==> src/rtl/regfile_dbg.sv <==
// Debug access port to the core register file: halts the core, performs one read or write,
// then returns a response. Optional auto-increment pointer enabled by REGFILE_DBG_AUTOINC_EN.
module regfile_dbg #(
  parameter int unsigned XLEN     = 32,
  parameter int unsigned HALT_TMO = 255
) (
  input  logic            clk,
  input  logic            reset,
  input  logic            cmd_valid,
  output logic            cmd_ready,
  input  logic            cmd_write,
  input  logic [4:0]      cmd_addr,
  input  logic [XLEN-1:0] cmd_wdata,
  input  logic            cmd_inc,
  output logic            rsp_valid,
  input  logic            rsp_ready,
  output logic [XLEN-1:0] rsp_rdata,
  output logic            rsp_err,
  output logic            halt_req,
  input  logic            halt_ack,
  output logic            rf_we,
  output logic [4:0]      rf_rd,
  output logic [XLEN-1:0] rf_wd,
  output logic [4:0]      rf_rs,
  input  logic [XLEN-1:0] rf_rdata,
  output logic            busy
);

  typedef enum logic [1:0] {StIdle, StHalt, StAccess, StResp} state_e;

  // Counter holds the number of HALT cycles already spent; timeout fires on the last allowed one.
  localparam logic [7:0] TmoLast = 8'(HALT_TMO - 1);

  state_e            state_q, state_d;
  logic [7:0]        cnt_q, cnt_d;
  logic              write_q, write_d;
  logic [4:0]        addr_q, addr_d;
  logic [XLEN-1:0]   wdata_q, wdata_d;
  logic [XLEN-1:0]   rdata_q, rdata_d;
  logic              err_q, err_d;
  logic [4:0]        eff_addr;

`ifdef REGFILE_DBG_AUTOINC_EN
  logic [4:0] ptr_q, ptr_d;

  assign eff_addr = cmd_inc ? ptr_q : cmd_addr;

  always_ff @(posedge clk or posedge reset) begin
    if (reset) begin
      ptr_q <= '0;
    end else begin
      ptr_q <= ptr_d;
    end
  end

  always_comb begin
    ptr_d = ptr_q;
    if (state_q == StAccess) begin
      ptr_d = addr_q + 5'd1;
    end
  end
`else
  logic unused_cmd_inc;

  assign unused_cmd_inc = cmd_inc;
  assign eff_addr       = cmd_addr;
`endif

  always_ff @(posedge clk or posedge reset) begin
    if (reset) begin
      state_q <= StIdle;
      cnt_q   <= '0;
      write_q <= 1'b0;
      addr_q  <= '0;
      wdata_q <= '0;
      rdata_q <= '0;
      err_q   <= 1'b0;
    end else begin
      state_q <= state_d;
      cnt_q   <= cnt_d;
      write_q <= write_d;
      addr_q  <= addr_d;
      wdata_q <= wdata_d;
      rdata_q <= rdata_d;
      err_q   <= err_d;
    end
  end

  // Outputs decode from state_q only, so an asynchronous reset drops them immediately.
  always_comb begin
    state_d   = state_q;
    cnt_d     = cnt_q;
    write_d   = write_q;
    addr_d    = addr_q;
    wdata_d   = wdata_q;
    rdata_d   = rdata_q;
    err_d     = err_q;
    cmd_ready = 1'b0;
    rsp_valid = 1'b0;
    rsp_rdata = '0;
    rsp_err   = 1'b0;
    halt_req  = 1'b0;
    rf_we     = 1'b0;
    rf_rd     = '0;
    rf_wd     = '0;
    rf_rs     = '0;

    unique case (state_q)
      StIdle: begin
        cmd_ready = 1'b1;
        cnt_d     = '0;
        if (cmd_valid) begin
          write_d = cmd_write;
          addr_d  = eff_addr;
          wdata_d = cmd_wdata;
          state_d = StHalt;
        end
      end
      StHalt: begin
        halt_req = 1'b1;
        cnt_d    = cnt_q + 8'd1;
        if (halt_ack) begin
          state_d = StAccess;
        end else if (cnt_q == TmoLast) begin
          rdata_d = '0;
          err_d   = 1'b1;
          state_d = StResp;
        end
      end
      StAccess: begin
        // halt_ack is deliberately not sampled here: the access is already committed.
        halt_req = 1'b1;
        if (write_q) begin
          rf_we   = (addr_q != 5'd0);
          rf_rd   = addr_q;
          rf_wd   = wdata_q;
          rdata_d = '0;
          err_d   = (addr_q == 5'd0);
        end else begin
          rf_rs   = addr_q;
          rdata_d = (addr_q == 5'd0) ? '0 : rf_rdata;
          err_d   = 1'b0;
        end
        state_d = StResp;
      end
      StResp: begin
        rsp_valid = 1'b1;
        rsp_rdata = rdata_q;
        rsp_err   = err_q;
        if (rsp_ready) begin
          state_d = StIdle;
        end
      end
      default: state_d = StIdle;
    endcase
  end

  assign busy = (state_q != StIdle);

endmodule

==> config.mk <==
export PLATFORM = sky130hd
export DESIGN_NAME = regfile_dbg
export DESIGN_NICKNAME = d
export VERILOG_FILES = /design/src/rtl/regfile_dbg.sv
export SDC_FILE = /design/constraint.sdc
export NUM_CORES = 1
export LEC_CHECK = 0
export BUFFER_PORTS_ARGS = -buffer_cell sky130_fd_sc_hd__clkbuf_2
export CAP_MARGIN = 20
export CORE_UTILIZATION = 53
export CTS_CLUSTER_DIAMETER = 120
export CTS_CLUSTER_SIZE = 40
export DETAILED_ROUTE_END_ITERATION = 8
export PLACE_DENSITY = 0.95
export SYNTH_ARGS = -nofsm -noshare
export SYNTH_HDL_FRONTEND = slang
export SYNTH_SLANG_ARGS = --single-unit
export TNS_END_PERCENT = 1
==> constraint.sdc <==
create_clock -name clk -period 3.82 [get_ports clk]
set_clock_uncertainty 0.05 [all_clocks]
set_input_delay 0.382 -clock clk [delete_from_list [all_inputs] [get_ports clk]]
set_output_delay 0.382 -clock clk [all_outputs]
set_load 0.03 [all_outputs]
==> results of run 1 <==
## layout make-up
type	count	area [um2]
repair buffers	160	838
clock buffers	10	128
flip-flops and latches	81	2030
inverters	41	155
multi-input cells	234	1620
fillers	569	2300
well taps	99	124
clock inverters	4	22.5
## power by group
| group | internal (mW) | switching [mW] | leakage (nW) |
|---|---|---|---|
| combinational | 0.632 | 1.08 | 1.48 |
| clock | 0.226 | 0.289 | 0.0778 |
| sequential | 1.26 | 0.282 | 1.03 |
| total | 2.12 | 1.66 | 2.59 |
## metal layers
metal	up-vias	track usage [%]	share of wire, %
li1	1570	-	-
met1	1541	26.5	42
met2	121	42.0	49
met3	15	6.97	6.8
met4	0	11.0	1.8
met5	-	0	0
## sequential cells by signal, summed over array words and instances (netlist names)
register,flops
addr_q,5
cnt_q,8
err_q,1
rdata_q,32
state_q,2
wdata_q,32
write_q,1
## layout by cell type, fill, tap and decap left out, drive strengths merged, types with 2 or more instances in the layout
master  instances
clkbuf        164
dfrtp          81
ha              7
nand2           8
mux2           39
o21a            2
xor2            2
buf             5
inv            39
a31o            2
nand3          36
and3           37
nand4           3
and2           37
nor2           10
a31oi           3
o21ai          38
clkinv          5
## critical path: cells and delay by family, from the launching register on
| family | cells | cell delay, ps |
|---|---|---|
| buf+inv | 3 | 670 |
| simple gates | 2 | 650 |
| flops | 1 | 440 |
| fa+ha+maj | 1 | 180 |
## cell families after synthesis
group | after synthesis
mux | 39
buf+inv | 66
simple gates | 135
compound gates | 51
fa+ha+maj | 7
flops | 81
xor+xnor | 2
## worst min path at each step
| stage | from | endpoint | slack (ps) | cells after the start |
|---|---|---|---|---|
| floorplan | cnt_q[7]$_DFFE_PP0P_ | cnt_q[7]$_DFFE_PP0P_ | 400 | 1 |
| global placement | wdata_q[7]$_DFFE_PP0P_ | wdata_q[7]$_DFFE_PP0P_ | 430 | 1 |
| detailed placement | wdata_q[19]$_DFFE_PP0P_ | wdata_q[19]$_DFFE_PP0P_ | 440 | 1 |
| CTS | reset | wdata_q[4]$_DFFE_PP0P_ | 200 | 2 |
| global route | cmd_wdata[10] | wdata_q[10]$_DFFE_PP0P_ | 200 | 2 |
| finish | rf_rdata[28] | rdata_q[28]$_DFFE_PP0P_ | 210 | 3 |
## per-stage QoR
stage | setup WS [ps] | utilization (%) | instance area [um2] | hold WS, ps | std cells
2_1_floorplan | 1310 | - | 3940 | 404 | 381
3_3_place_gp | 1640 | 65.5 | 4730 | 431 | 613
3_5_place_dp | 1510 | 65.5 | 4730 | 436 | 613
4_1_cts | 1120 | 67.6 | 4880 | 195 | 627
5_1_grt | 1010 | 68.1 | 4910 | 204 | 629
6_report | 1110 | 68.1 | 4910 | 211 | 629
==> load_flow_metrics.sql, run 1 <==
INSERT INTO impl_metrics (metric_group, metric, value, unit) VALUES
('floorplanning', 'io-pin-count', '156', ''),
('sta', 'finalCritPeriodShare', '71.0', '%'),
('sta', 'worst_pin_slew', '1010', 'ps'),
('clocking', 'clock_tree_from_tritoncts', 'built', ''),
('synthesis', 'synth_cell_type_count', '32', ''),
('place', 'dp_wirelength', '6390', 'um'),
('sta', 'finalSetupViolations', '0', ''),
('job', 'max_cap_violations', '0', ''),
('synthesis', 'synth_largest_type_area_fraction', '51.5', '%'),
('grt', 'global_route.overflow_total', '0', ''),
('synthesis', 'yosys.area_share.simple', '19.3', '%'),
('worst_setup_path', 'path_cells', 'inv_1, ha_1, buf_4, nor2b_1, and2_1, clkbuf_2', ''),
('cells_and_area', 'layout-drive-gt1-share', '41.1', '%'),
('sta', 'max_clock_freq', '0.369', 'GHz'),
('worst_setup_path', 'reg2reg_from', 'state_q[0]$_DFFE_PP0P_', ''),
('synthesis', 'synth_async_sr_flop_share', '100', '%'),
('worst_setup_path', 'endpoint_of_the_lowest_slack_register_to_register_path', 'rdata_q[22]$_DFFE_PP0P_', ''),
('synthesis', 'post_synth_xor_xnor_area', '0.445', '%'),
('sta', 'slew_headroom', '32.9', '%'),
('worst_setup_path', 'sort_of_element_at_the_start_of_the_critical_path', 'flop', ''),
('floorplanning', 'initial_core_utilization', '54.6', '%'),
('worst_setup_path', 'reg2reg_setup_slack', '1480', 'ps'),
('synthesis', 'yosysSeqAreaShare', '51.5', '%'),
('worst_setup_path', 'r2r.worst_path.cells', '7', ''),
('power_and_ir_drop', 'p_total', '3.77', 'mW'),
('synthesis', 'synth_cells', '381', ''),
('synthesis', 'adder_cell_share_of_the_synthesized_area', '2.22', '%'),
('synthesis', 'most_numerous_cell_in_the_yosys_netlist', 'dfrtp_1', ''),
('cells_and_area', 'ant_diodes', '0', ''),
('synthesis', 'yosysTopAreaCell', 'dfrtp_1', ''),
('hold_path', 'min-delay-path-class', 'primary input to flop', ''),
('clocking', 'clock_path_buffers', '2', ''),
('grt', 'first_global_vias', '3194', ''),
('clocking', 'cts.root.buffer_cell', 'clkbuf_8', ''),
('worst_setup_path', 'timing.critical_path.slowest_cell_delay', '440', 'ps'),
('place', 'place_congestion', '0.790', ''),
('sta', 'timing.final.hold_violations', '0', ''),
('detailed_routing', 'wl_per_cell', '14.5', 'um'),
('floorplanning', 'fp.dieArea', '7780', 'um2'),
('worst_setup_path', 'critPathCapture', 'rf_rs[4]', ''),
('synthesis', 'ys_dominant_reg_cell', 'dfrtp_1', ''),
('worst_setup_path', 'slowest_stage', 'dfrtp_1', ''),
('clocking', 'cts_post_setup_buffers_inserted', '0', ''),
('detailed_routing', 'detail_route.drc_violations', '0', ''),
('detailed_routing', 'detailedRoute.firstIterationViolations', '125', ''),
('grt', 'grt_pass1_wl', '14000', 'um'),
('floorplanning', 'placement_rows', '31', ''),
('synthesis', 'synthesized_area_per_cell', '10.3', 'um2'),
('synthesis', 'synth_seq_cells', '81', ''),
('power_and_ir_drop', 'ir_worst_vdd', '458', 'uV'),
('clocking', 'cts_max_level', '3', ''),
('clocking', 'cts-hold-fix-buffers', '0', ''),
('detailed_routing', 'routed_wirelength', '9140', 'um'),
('place', 'placement.io_buffers', '154', ''),
('synthesis', 'synth.area.mux_share', '11.2', '%'),
('power_and_ir_drop', 'power.density_cell_area', '767', 'nW/um2'),
('grt', 'pin_count_of_the_biggest_net_entering_global_routing', '67', ''),
('sta', 'timing.setup.tns', '0', 'ps'),
('worst_setup_path', 'worst-endpoint-required', '3390', 'ps'),
('synthesis', 'synth_top_family_by_area', 'simple AND/OR/NAND/NOR gates', ''),
('clocking', 'clk-insertion-delay-late', '340', 'ps'),
('clocking', 'numClockSinks', '81', ''),
('sta', 'slew_viol_final', '0', ''),
('synthesis', 'synth.area.top_cells', 'dfrtp_1 51%, mux2_2 11%, and2_1 5.9%, and3_1 5.9%, nand3_1 4.6%', ''),
('worst_setup_path', 'setup.worst_path.end_class', 'output port', ''),
('synthesis', 'synth_compound_area_share', '7.72', '%'),
('floorplanning', 'core-area', '7210', 'um2'),
('worst_setup_path', 'critPathKind', 'flop to output port', ''),
('synthesis', 'synth_commonest_cells', '81 x dfrtp_1, 40 x inv_1, 39 x mux2_2', ''),
('detailed_routing', 'detailroute.via_count', '3247', ''),
('outcome', 'status', 'complete, no violations', '');
Note: power is estimated with default switching activity, not from simulation.
==> inputs of run 2 (changes only) <==
--- a/config.mk
+++ b/config.mk
@@ -5,13 +5,14 @@
 export SDC_FILE = /design/constraint.sdc
 export NUM_CORES = 1
 export LEC_CHECK = 0
+export ABC_AREA = 1
 export BUFFER_PORTS_ARGS = -buffer_cell sky130_fd_sc_hd__clkbuf_2
 export CAP_MARGIN = 20
-export CORE_UTILIZATION = 53
+export CORE_UTILIZATION = 50
 export CTS_CLUSTER_DIAMETER = 120
 export CTS_CLUSTER_SIZE = 40
 export DETAILED_ROUTE_END_ITERATION = 8
-export PLACE_DENSITY = 0.95
+export PLACE_DENSITY = 0.9
 export SYNTH_ARGS = -nofsm -noshare
 export SYNTH_HDL_FRONTEND = slang
 export SYNTH_SLANG_ARGS = --single-unit
==> constraint.sdc (replaced) <==
create_clock -name clk -period 2.7 [get_ports clk]
set_clock_uncertainty 0.05 [all_clocks]
set_input_delay 0.27 -clock clk [delete_from_list [all_inputs] [get_ports clk]]
set_output_delay 0.27 -clock clk [all_outputs]
set_load 0.03 [all_outputs]
==> run 2 against run 1 <==
Count of clock-buffer cells in the layout unchanged. Global-route usage shrank 0.98 points. First-iteration DRC count increased by 14%. Setup slack got worse by 780 ps. Die area increased by 19%. Sequential share of layout area down 4.4 points. Critical path depth decreased by 1. Non-clock buffer count grew 3. Hold slack got worse by 99 ps. Total power rose by 47%. Core utilization is 2.4 points lower. Largest cell class unchanged. Highest routed layer unchanged.
==> load_flow_metrics.sql, run 2 <==
INSERT INTO impl_metrics (metric_group, metric, value, unit) VALUES
('grt', 'pin_count_of_the_biggest_net_entering_global_routing', '51', ''),
('sta', 'worst_pin_slew', '655', 'ps'),
('detailed_routing', 'detailedRoute.firstPassIterationCount', '4', ''),
('power_and_ir_drop', 'pwr-share-seq', '33.7', '%'),
('floorplanning', 'core-area', '8380', 'um2'),
('grt', 'first_global_vias', '3903', ''),
('clocking', 'clock_tree_from_tritoncts', 'built', ''),
('clocking', 'clk-insertion-delay-late', '350', 'ps'),
('synthesis', 'yosysSeqAreaShare', '45.9', '%'),
('synthesis', 'synth_cells', '653', ''),
('sta', 'slew_viol_final', '0', ''),
('synthesis', 'netlist_area', '4420', 'um2'),
('synthesis', 'synth_cell_type_count', '21', ''),
('sta', 'rsz_0062_raised_after_global_routing', 'false', ''),
('cells_and_area', 'layout-drive-gt1-share', '23.1', '%'),
('sta', 'timing.final.hold_violations', '0', ''),
('synthesis', 'synthesis.yosys.warnings', '0', ''),
('sta', 'finalWorstPathRequiredPeriod', '2370', 'ps'),
('synthesis', 'synth.net_count', '736', ''),
('synthesis', 'synth_compound_area_share', '5.21', '%'),
('power_and_ir_drop', 'ir_worst_vdd', '635', 'uV'),
('synthesis', 'yosysTopAreaCell', 'dfrtp_1', ''),
('outcome', 'status', 'complete, no violations', ''),
('place', 'dp_cells', '889', ''),
('place', 'place_congestion', '0.761', ''),
('synthesis', 'synth_top_family_by_area', 'simple AND/OR/NAND/NOR gates', ''),
('floorplanning', 'io-pin-count', '156', ''),
('power_and_ir_drop', 'clockPowerShare', '19.4', '%'),
('cells_and_area', 'net_count_reported_at_finish', '879', ''),
('sta', 'max_clock_freq', '0.421', 'GHz'),
('grt', 'antenna_found_initial', '0', ''),
('power_and_ir_drop', 'power.density_cell_area', '1010', 'nW/um2'),
('detailed_routing', 'detailroute.via_count', '4234', ''),
('cells_and_area', 'num-fill-cells', '741', ''),
('power_and_ir_drop', 'combPwrFrac', '46.9', '%'),
('sta', 'timing.setup.tns', '0', 'ps'),
('detailed_routing', 'routed_wirelength', '9890', 'um'),
('cells_and_area', 'mostFrequentLayoutCells', '168 x nand2_1, 154 x clkbuf_2, 149 x inv_1', ''),
('clocking', 'cts_buffers', '9', ''),
('clocking', 'numClockSinks', '81', ''),
('floorplanning', 'die_h', '96.0', 'um'),
('power_and_ir_drop', 'p_sw', '2.52', 'mW'),
('synthesis', 'adder_cell_share_of_the_synthesized_area', '1.98', '%'),
('synthesis', 'most_numerous_cell_in_the_yosys_netlist', 'nand2_1', ''),
('grt', 'grt_pass1_wl', '16400', 'um'),
('synthesis', 'synth.area.top_cells', 'dfrtp_1 46%, nand2_1 14%, inv_1 13%, nor2_1 10%, a21oi_1 4.6%', ''),
('worst_setup_path', 'worst-endpoint-required', '2380', 'ps'),
('cells_and_area', 'layout_commonest_cell', 'nand2_1', ''),
('worst_setup_path', 'arrival', '2050', 'ps'),
('clocking', 'worst_setup_hold_path_clk_slew', '80', 'ps'),
('floorplanning', 'placement_rows', '33', ''),
('synthesis', 'synth_async_sr_flop_share', '100', '%'),
('power_and_ir_drop', 'swShare', '45.5', '%'),
('cells_and_area', 'layout.cells.non_filler', '905', ''),
('synthesis', 'ys_dominant_reg_cell', 'dfrtp_1', ''),
('worst_setup_path', 'critPathKind', 'flop to output port', ''),
('cells_and_area', 'syn2layout_area_growth', '24.6', '%'),
('clocking', 'cts_max_level', '3', ''),
('job', 'max_cap_violations', '0', ''),
('floorplanning', 'chipWidth', '96.0', 'um'),
('place', 'placement.io_buffers', '154', ''),
('cells_and_area', 'biggestRegsByFlops', 'rdata_q x32, wdata_q x32, cnt_q x8', ''),
('detailed_routing', 'detailedRoute.firstIterationViolations', '143', ''),
('clocking', 'cts.root.buffer_cell', 'clkbuf_8', ''),
('cells_and_area', 'ant_diodes', '0', ''),
('power_and_ir_drop', 'p_int', '3.02', 'mW'),
('sta', 'finalCritPeriodShare', '88.0', '%'),
('worst_setup_path', 'setup.worst_path.end_class', 'output port', ''),
('clocking', 'clock_path_buffers', '2', ''),
('synthesis', 'post_synth_xor_xnor_area', '0', '%'),
('synthesis', 'synth.area.mux_share', '0', '%'),
('grt', 'global_route.overflow_total', '0', ''),
('detailed_routing', 'routed_via_density', '4.68', ''),
('floorplanning', 'initial_core_utilization', '52.7', '%'),
('detailed_routing', 'wl_per_cell', '10.9', 'um'),
('clocking', 'cts_post_setup_buffers_inserted', '0', ''),
('synthesis', 'synth_commonest_cells', '169 x nand2_1, 150 x inv_1, 120 x nor2_1', ''),
('synthesis', 'synthesized_area_per_cell', '6.77', 'um2'),
('worst_setup_path', 'sort_of_element_at_the_start_of_the_critical_path', 'flop', ''),
('grt', 'groute.usage.overall', '22.8', '%'),
('detailed_routing', 'detail_route.drc_violations', '0', ''),
('worst_setup_path', 'cp_max_fo', '17', ''),
('floorplanning', 'fp.dieArea', '9220', 'um2'),
('sta', 'slew_headroom', '56.3', '%'),
('detailed_routing', 'postRouteAntennaNets', '0', ''),
('place', 'dp_wirelength', '6980', 'um'),
('power_and_ir_drop', 'power_leakage', '3.79', 'nW'),
('synthesis', 'synth_seq_cells', '81', ''),
('hold_path', 'min-delay-path-class', 'primary input to flop', ''),
('synthesis', 'number_of_flops_mapped_to_enable_cells_by_yosys', '0', ''),
('synthesis', 'synth_largest_type_area_fraction', '45.9', '%'),
('synthesis', 'yosys.area_share.simple', '30.7', '%'),
('sta', 'finalSetupViolations', '0', '');
## run 2: cell types whose count changed after synthesis, sizes merged, moves of 5 or more
cell and delta:
buf +6, nand3 +5, and2 -37, nand2 +163, and3 -37, mux2 -39
a21oi +41, o21ai -33, inv +111, nor2 +112
## run 2: logic make-up after synthesis
group | Yosys count
DFF | 81
and+or+nand+nor | 337
AOI/OAI and AO/OA | 46
adders and majority gates | 7
buffers and inverters | 182
## run 2: power groups by stage
stage	sequential, mW	clock, mW	combinational, mW
6_report	1.87	1.08	2.60
5_1_grt	1.92	1.14	2.89
4_1_cts	1.87	1.09	2.62
3_5_place_dp	1.89	0	2.61
3_3_place_gp	1.86	0	2.56
2_1_floorplan	1.83	0	2.00
## run 2: worst paths after layout
kind                                              start                      end  slack, ps  depth (start not counted)
worst max-delay path             state_q[0]$_DFFE_PP0P_                 rf_rs[3]        330                          5
worst min-delay path                      cmd_wdata[14]  wdata_q[14]$_DFFE_PP0P_        110                          3
worst max register to register   state_q[0]$_DFFE_PP0P_  rdata_q[15]$_DFFE_PP0P_        560                          9
worst min register to register  rdata_q[26]$_DFFE_PP0P_  rdata_q[26]$_DFFE_PP0P_        470                          2
max in group asynchronous                         reset     cnt_q[0]$_DFFE_PP0P_       1470                          4
min in group asynchronous                         reset   wdata_q[7]$_DFFE_PP0P_        470                          3
## run 2: layer usage
layer / global-route usage, % / vias to the layer above / part of all wire [%]
met5: 0 / - / 0
met4: 7.96 / 0 / 1.1
met3: 4.42 / 11 / 7.2
met2: 41.4 / 171 / 47
met1: 26.8 / 1883 / 45
li1: - / 2169 / -
## run 2: area by class of cell
class / instances / area [um2] / area share (%)
clock buffers: 10 / 138 / 2.50
inverters: 151 / 568 / 10.3
repair buffers: 163 / 866 / 15.7
multi-input cells: 390 / 1680 / 30.4
well taps: 105 / 131 / 2.38
clock inverters: 5 / 104 / 1.89
flip-flops and latches: 81 / 2030 / 36.8
## run 2: critical path: stages, from the launching register on
cell and delay, ps:
dfrtp_1 430, inv_1 140, ha_1 280, nand2_1 410, nor2_1 220, clkbuf_2 230
## run 2: metrics by stage
stage	util [%]	total power, mW	hold slack (ps)	setup WS [ps]	area [um2]
global route	65.7	5.95	119	90.4	5510
global placement	62.7	4.42	310	592	5260
finish	65.7	5.54	112	325	5510
floorplan	-	3.83	379	300	4420
CTS	65.7	5.58	101	293	5510
detailed placement	62.7	4.50	317	578	5260
## run 2: what timing repair did
| item | 4_1_cts | 5_1_grt |
|---|---|---|
| endpoints found under the hold margin | 38 | 0 |
| hold buffers | 1 | 0 |
| gates resized for setup | 0 | 0 |
